`src/rtl/axi_master_pkg.sv`:
```
// Shared types and AXI constants for the CPU-to-AXI master bridge.
// Bus widths and response codes mirror the interconnect's AXI definitions.
package axi_master_pkg;

    localparam int unsigned AXI_ID_BITS   = 4;
    localparam int unsigned AXI_ADDR_BITS = 32;
    localparam int unsigned AXI_DATA_BITS = 32;
    localparam int unsigned AXI_STRB_BITS = AXI_DATA_BITS / 8;
    localparam int unsigned AXI_LEN_BITS  = 4;
    localparam int unsigned AXI_SIZE_BITS = 3;

    localparam logic [1:0] AXI_RESP_OKAY   = 2'b00;
    localparam logic [1:0] AXI_RESP_EXOKAY = 2'b01;
    localparam logic [1:0] AXI_RESP_SLVERR = 2'b10;
    localparam logic [1:0] AXI_RESP_DECERR = 2'b11;

    localparam logic [AXI_SIZE_BITS-1:0] AXI_SIZE_WORD  = 3'b010;
    localparam logic [1:0]               AXI_BURST_INCR = 2'b01;

    typedef enum logic [2:0] {
        StIdle = 3'd0,
        StAr   = 3'd1,
        StR    = 3'd2,
        StAw   = 3'd3,
        StW    = 3'd4,
        StB    = 3'd5
    } state_e;

endpackage

```
`src/rtl/axi_master_bridge.sv`:
```
// Turns one CPU memory request into a single AXI4 INCR burst (1..16 words).
// One transaction in flight; writes always present AW before any W beat.
module axi_master_bridge
    import axi_master_pkg::*;
#(
    parameter logic [AXI_ID_BITS-1:0] MASTER_ID = 4'd0
) (
    input  logic                      ACLK,
    input  logic                      ARESETn,
    // CPU request side
    input  logic                      req_valid,
    output logic                      req_ready,
    input  logic                      req_write,
    input  logic [31:0]               req_addr,
    input  logic [3:0]                req_len,
    input  logic [31:0]               wr_data,
    input  logic [3:0]                wr_strb,
    input  logic                      wr_valid,
    output logic                      wr_ready,
    output logic [31:0]               rd_data,
    output logic                      rd_valid,
    output logic                      rd_last,
    input  logic                      rd_ready,
    output logic                      done,
    output logic                      err,
    // AW channel
    output logic [AXI_ID_BITS-1:0]    AWID_M,
    output logic [AXI_ADDR_BITS-1:0]  AWADDR_M,
    output logic [AXI_LEN_BITS-1:0]   AWLEN_M,
    output logic [AXI_SIZE_BITS-1:0]  AWSIZE_M,
    output logic [1:0]                AWBURST_M,
    output logic                      AWVALID_M,
    input  logic                      AWREADY_M,
    // W channel
    output logic [AXI_DATA_BITS-1:0]  WDATA_M,
    output logic [AXI_STRB_BITS-1:0]  WSTRB_M,
    output logic                      WLAST_M,
    output logic                      WVALID_M,
    input  logic                      WREADY_M,
    // B channel
    input  logic [AXI_ID_BITS-1:0]    BID_M,
    input  logic [1:0]                BRESP_M,
    input  logic                      BVALID_M,
    output logic                      BREADY_M,
    // AR channel
    output logic [AXI_ID_BITS-1:0]    ARID_M,
    output logic [AXI_ADDR_BITS-1:0]  ARADDR_M,
    output logic [AXI_LEN_BITS-1:0]   ARLEN_M,
    output logic [AXI_SIZE_BITS-1:0]  ARSIZE_M,
    output logic [1:0]                ARBURST_M,
    output logic                      ARVALID_M,
    input  logic                      ARREADY_M,
    // R channel
    input  logic [AXI_ID_BITS-1:0]    RID_M,
    input  logic [AXI_DATA_BITS-1:0]  RDATA_M,
    input  logic [1:0]                RRESP_M,
    input  logic                      RLAST_M,
    input  logic                      RVALID_M,
    output logic                      RREADY_M
);

    state_e      state_q, state_d;
    logic [31:0] addr_q, addr_d;
    logic [3:0]  len_q, len_d;
    logic [3:0]  cnt_q, cnt_d;
    logic        err_q, err_d;
    logic        done_q, done_d;

    logic        r_hs;
    logic        w_hs;
    logic        w_last;

    // Response IDs need no check with a single outstanding burst.
    logic        unused_ins;
    assign unused_ins = ^{RID_M, BID_M, req_addr[1:0]};

    assign r_hs   = (state_q == StR) && RVALID_M && rd_ready;
    assign w_hs   = (state_q == StW) && wr_valid && WREADY_M;
    assign w_last = (cnt_q == len_q);

    always_ff @(posedge ACLK or negedge ARESETn) begin
        if (!ARESETn) begin
            state_q <= StIdle;
            addr_q  <= '0;
            len_q   <= '0;
            cnt_q   <= '0;
            err_q   <= 1'b0;
            done_q  <= 1'b0;
        end else begin
            state_q <= state_d;
            addr_q  <= addr_d;
            len_q   <= len_d;
            cnt_q   <= cnt_d;
            err_q   <= err_d;
            done_q  <= done_d;
        end
    end

    always_comb begin
        state_d = state_q;
        addr_d  = addr_q;
        len_d   = len_q;
        cnt_d   = cnt_q;
        err_d   = err_q;
        done_d  = 1'b0;
        unique case (state_q)
            StIdle: begin
                if (req_valid) begin
                    addr_d  = {req_addr[31:2], 2'b00};
                    len_d   = req_len;
                    cnt_d   = '0;
                    err_d   = 1'b0;
                    state_d = req_write ? StAw : StAr;
                end
            end
            StAr: begin
                if (ARREADY_M) state_d = StR;
            end
            StR: begin
                if (r_hs) begin
                    cnt_d = cnt_q + 4'd1;
                    if (RRESP_M != AXI_RESP_OKAY) err_d = 1'b1;
                    if (RLAST_M) begin
                        state_d = StIdle;
                        done_d  = 1'b1;
                    end
                end
            end
            StAw: begin
                if (AWREADY_M) state_d = StW;
            end
            StW: begin
                if (w_hs) begin
                    cnt_d = cnt_q + 4'd1;
                    if (w_last) state_d = StB;
                end
            end
            StB: begin
                if (BVALID_M) begin
                    if (BRESP_M != AXI_RESP_OKAY) err_d = 1'b1;
                    done_d  = 1'b1;
                    state_d = StIdle;
                end
            end
            default: state_d = StIdle;
        endcase
    end

    assign req_ready = (state_q == StIdle);
    assign done      = done_q;
    assign err       = err_q;

    assign ARID_M    = MASTER_ID;
    assign ARADDR_M  = addr_q;
    assign ARLEN_M   = len_q;
    assign ARSIZE_M  = AXI_SIZE_WORD;
    assign ARBURST_M = AXI_BURST_INCR;
    assign ARVALID_M = (state_q == StAr);

    assign RREADY_M  = (state_q == StR) && rd_ready;
    assign rd_valid  = (state_q == StR) && RVALID_M;
    assign rd_last   = (state_q == StR) && RLAST_M;
    assign rd_data   = RDATA_M;

    assign AWID_M    = MASTER_ID;
    assign AWADDR_M  = addr_q;
    assign AWLEN_M   = len_q;
    assign AWSIZE_M  = AXI_SIZE_WORD;
    assign AWBURST_M = AXI_BURST_INCR;
    assign AWVALID_M = (state_q == StAw);

    assign WVALID_M  = (state_q == StW) && wr_valid;
    assign wr_ready  = (state_q == StW) && WREADY_M;
    assign WDATA_M   = wr_data;
    assign WSTRB_M   = wr_strb;
    assign WLAST_M   = (state_q == StW) && w_last;

    assign BREADY_M  = (state_q == StB);

endmodule

```
`config.mk`:
```
export PLATFORM = sky130hd
export DESIGN_NAME = axi_master_bridge
export DESIGN_NICKNAME = d
export VERILOG_FILES = /design/src/rtl/axi_master_pkg.sv /design/src/rtl/axi_master_bridge.sv
export SDC_FILE = /design/constraint.sdc
export NUM_CORES = 1
export LEC_CHECK = 0
export ABC_AREA = 1
export ABC_CLOCK_PERIOD_IN_PS = 3250
export BUFFER_PORTS_ARGS = -buffer_cell sky130_fd_sc_hd__buf_2
export CAP_MARGIN = 20
export CORE_AREA = 2 2 115 117
export DETAILED_ROUTE_END_ITERATION = 7
export DIE_AREA = 0 0 117 119
export PLACE_DENSITY = 0.68
export SETUP_SLACK_MARGIN = 0.05
export SYNTH_ARGS = -nofsm -noshare
export SYNTH_HDL_FRONTEND = slang
export SYNTH_SLANG_ARGS = --single-unit
```
`constraint.sdc`:
```
create_clock -name ACLK -period 3.25 [get_ports ACLK]
set_input_delay 0.65 -clock ACLK [delete_from_list [all_inputs] [get_ports ACLK]]
set_output_delay 0.65 -clock ACLK [all_outputs]
set_load 0.02 [all_outputs]
```
==> summary.txt <==
Timing
  • Setup total negative slack: 0 ns
  • Worst slew margin: 0.620
  • Worst Clk Skew: 0.00610 ns
  • Fin crit share: 0.684
  • Final setup fails: 0
  • Fmax: 450 MHz
  • Tmin final: 2.22 ns
  • Max Slew Vio Count: 0
  • RSZ-0062 raised after global routing: no
  • Setup WS post-layout: 1.03 ns
  • Hold Fails Final Rpt: 0
  • Slew @ Worst Pin: 0.570 ns

Logic synthesis
  • Register area share after synthesis: 0.348
  • Ys Warns: 0
  • Post-Syn Area per Cell: 7.90 um2
  • #FFs+latches synth: 43
  • Count of different cell masters after synthesis: 27
  • Cell Area, Synth: 3090 um2
  • Gate Count Post-Synth: 391

Global route
  • Initial antenna violation count: 1
  • GRT Overall Usage: 0.101
  • Grt total ovfl: 0
  • Vias in the first global route: 1924
  • Largest net degree at the start of global routing: 44
  • First-pass GRT wire length: 10500 um

Clock tree
  • CTS tree: done
  • Clock root buffer: clkbuf_16
  • CTS Sinks: 43
  • TritonCTS buffer count: 5
  • Reg clk slew, reported paths: 0.06 ns
  • Post-CTS setup buffers: 0
  • Largest buffer count on any clock path: 2
  • Post-CTS Resized: 0
  • CTS Hold Buffers Added: 0
  • Later-pin clock latency in the skew report: 0.28 ns
  • Htree depth: 2

Worst setup path
  • Crit-path max FO: 10
  • CP arrival: 1.57 ns
  • Setup crit start kind: register
  • Worst Path Required: 2.60 ns
  • CP Class: register to primary output
  • Crit. End Element: primary output

Finish
  • P&R area growth vs syn: 3.28%
  • Fraction of layout cells with a size suffix above 1: 0.387
  • Most frequent cells in the layout: 129 x buf_2, 128 x nand2_1, 43 x dfrtp_1
  • Final instance area: 3190 um2
  • Fin cells: 592
  • Final net count: 544
  • Leading cell type in the layout, fill and taps excluded: buf_2
  • Ant. Diodes: 0

Placement
  • Routability cong.: 0.725
  • Port bufs: 129
  • Placed inst area: 3020 um2
  • Worst setup slack after placement: 1.32 ns
  • Placed cell count: 583
  • Detail Placement HPWL: 5430 um

Drt
  • WL final: 7110 um
  • Initial DRC count: 50
  • Post-route ant nets: 0
  • DRT Pass-1 Iters: 4
  • DRC Markers: 0
  • Vias per cell: 3.74
  • Wire per inst: 12.0 um
  • Vias: 2214

Die
  • Row cnt: 42
  • Die H: 119 um
  • I/O pin count: 298
  • Width of the chip: 117 um
  • Starting Density: 0.240
  • Core footprint: 12900 um2
  • Die area: 13900 um2

Power and ir drop
  • Pleak: 1.87 nW
  • Max VDD drop: 0.299 mV
  • Power density cells: 1040 nW/um2

Run
  • Number of max-cap violations: 0

Run status
  • Run status: complete, no violations

Worst hold path
  • Worst hold path type: input pin to async pin
==> power breakdown <==
part / leakage [nW] / internal (W) / switching (W)
sequential: 0.539 / 0.000774 / 0.000248
combinational: 1.26 / 0.000572 / 0.00123
clock: 0.0669 / 0.000284 / 0.000212
total: 1.87 / 0.00163 / 0.00169
==> metrics by stage <==
stage / total power (W) / util / hold WS, ns
2_1_floorplan: 0.00267 / - / 0.354
3_3_place_gp: 0.00285 / 0.235 / 0.466
3_5_place_dp: 0.00287 / 0.235 / 0.476
4_1_cts: 0.00338 / 0.246 / 0.491
5_1_grt: 0.00364 / 0.248 / 0.409
6_report: 0.00332 / 0.248 / 0.361
==> cells by family after synthesis <==
kind of cell | synth area share
adders and majority gates | 0.00405
buffers and inverters | 0.360
DFF | 0.348
and+or+nand+nor | 0.248
other | 0.00243
AOI/OAI and AO/OA | 0.0312
xor gates and xnor gates | 0.00567
==> final timing paths <==
path                              startpoint      endpoint  slack, ns  cells past startpoint
worst max-delay path              state_q[0]       WLAST_M       1.03                      4
worst min-delay path                 ARESETn  ARADDR_M[31]       0.36                      1
worst max register to register    state_q[0]   ARADDR_M[2]       1.38                      6
worst min register to register  ARADDR_M[31]  ARADDR_M[31]       0.49                      2
max in group asynchronous            ARESETn  ARADDR_M[23]       2.38                      2
min in group ACLK               ARADDR_M[31]  ARADDR_M[31]       0.49                      2
==> critical path, cell delays in order, from the launching register on <==
cell and delay [ns]:
dfrtp_1 0.57, nor2_8 0.22, nand2_1 0.17, nor2_1 0.15, buf_2 0.18
==> final cells by class <==
type	instances	area (um2)
fillers	1437	9680
flip-flops and latches	43	1080
multi-input cells	208	975
repair buffers	131	681
well taps	176	220
clock buffers	6	129
inverters	26	97.6
clock inverters	2	12.5
==> registers in the layout, indices dropped and copies added (netlist names) <==
signal and count:
ARLEN_M 4, err 1, cnt_q 4, done 1, state_q 3, ARADDR_M 30
==> Yosys cell counts (all sizes together) <==
master,count,area (um2)
inv,26,97.6
ha,1,12.5
buf,134,1020
nand3,15,108
dfrtp,43,1080
conb,2,7.51
nor3,1,16.3
o21ai,10,50.1
o21a,1,7.51
a21oi,3,26.3
nand2,135,534
o22ai,1,12.5
nor2,17,108
xor2,2,17.5
==> layer usage <==
metal	up-vias	share of wire	global-route usage
met5	-	0.0018	0
met4	2	0.043	0.0596
met3	43	0.097	0.0361
met2	138	0.46	0.164
met1	948	0.40	0.113
li1	1083	-	-
Power figures use the tool's default switching activity.
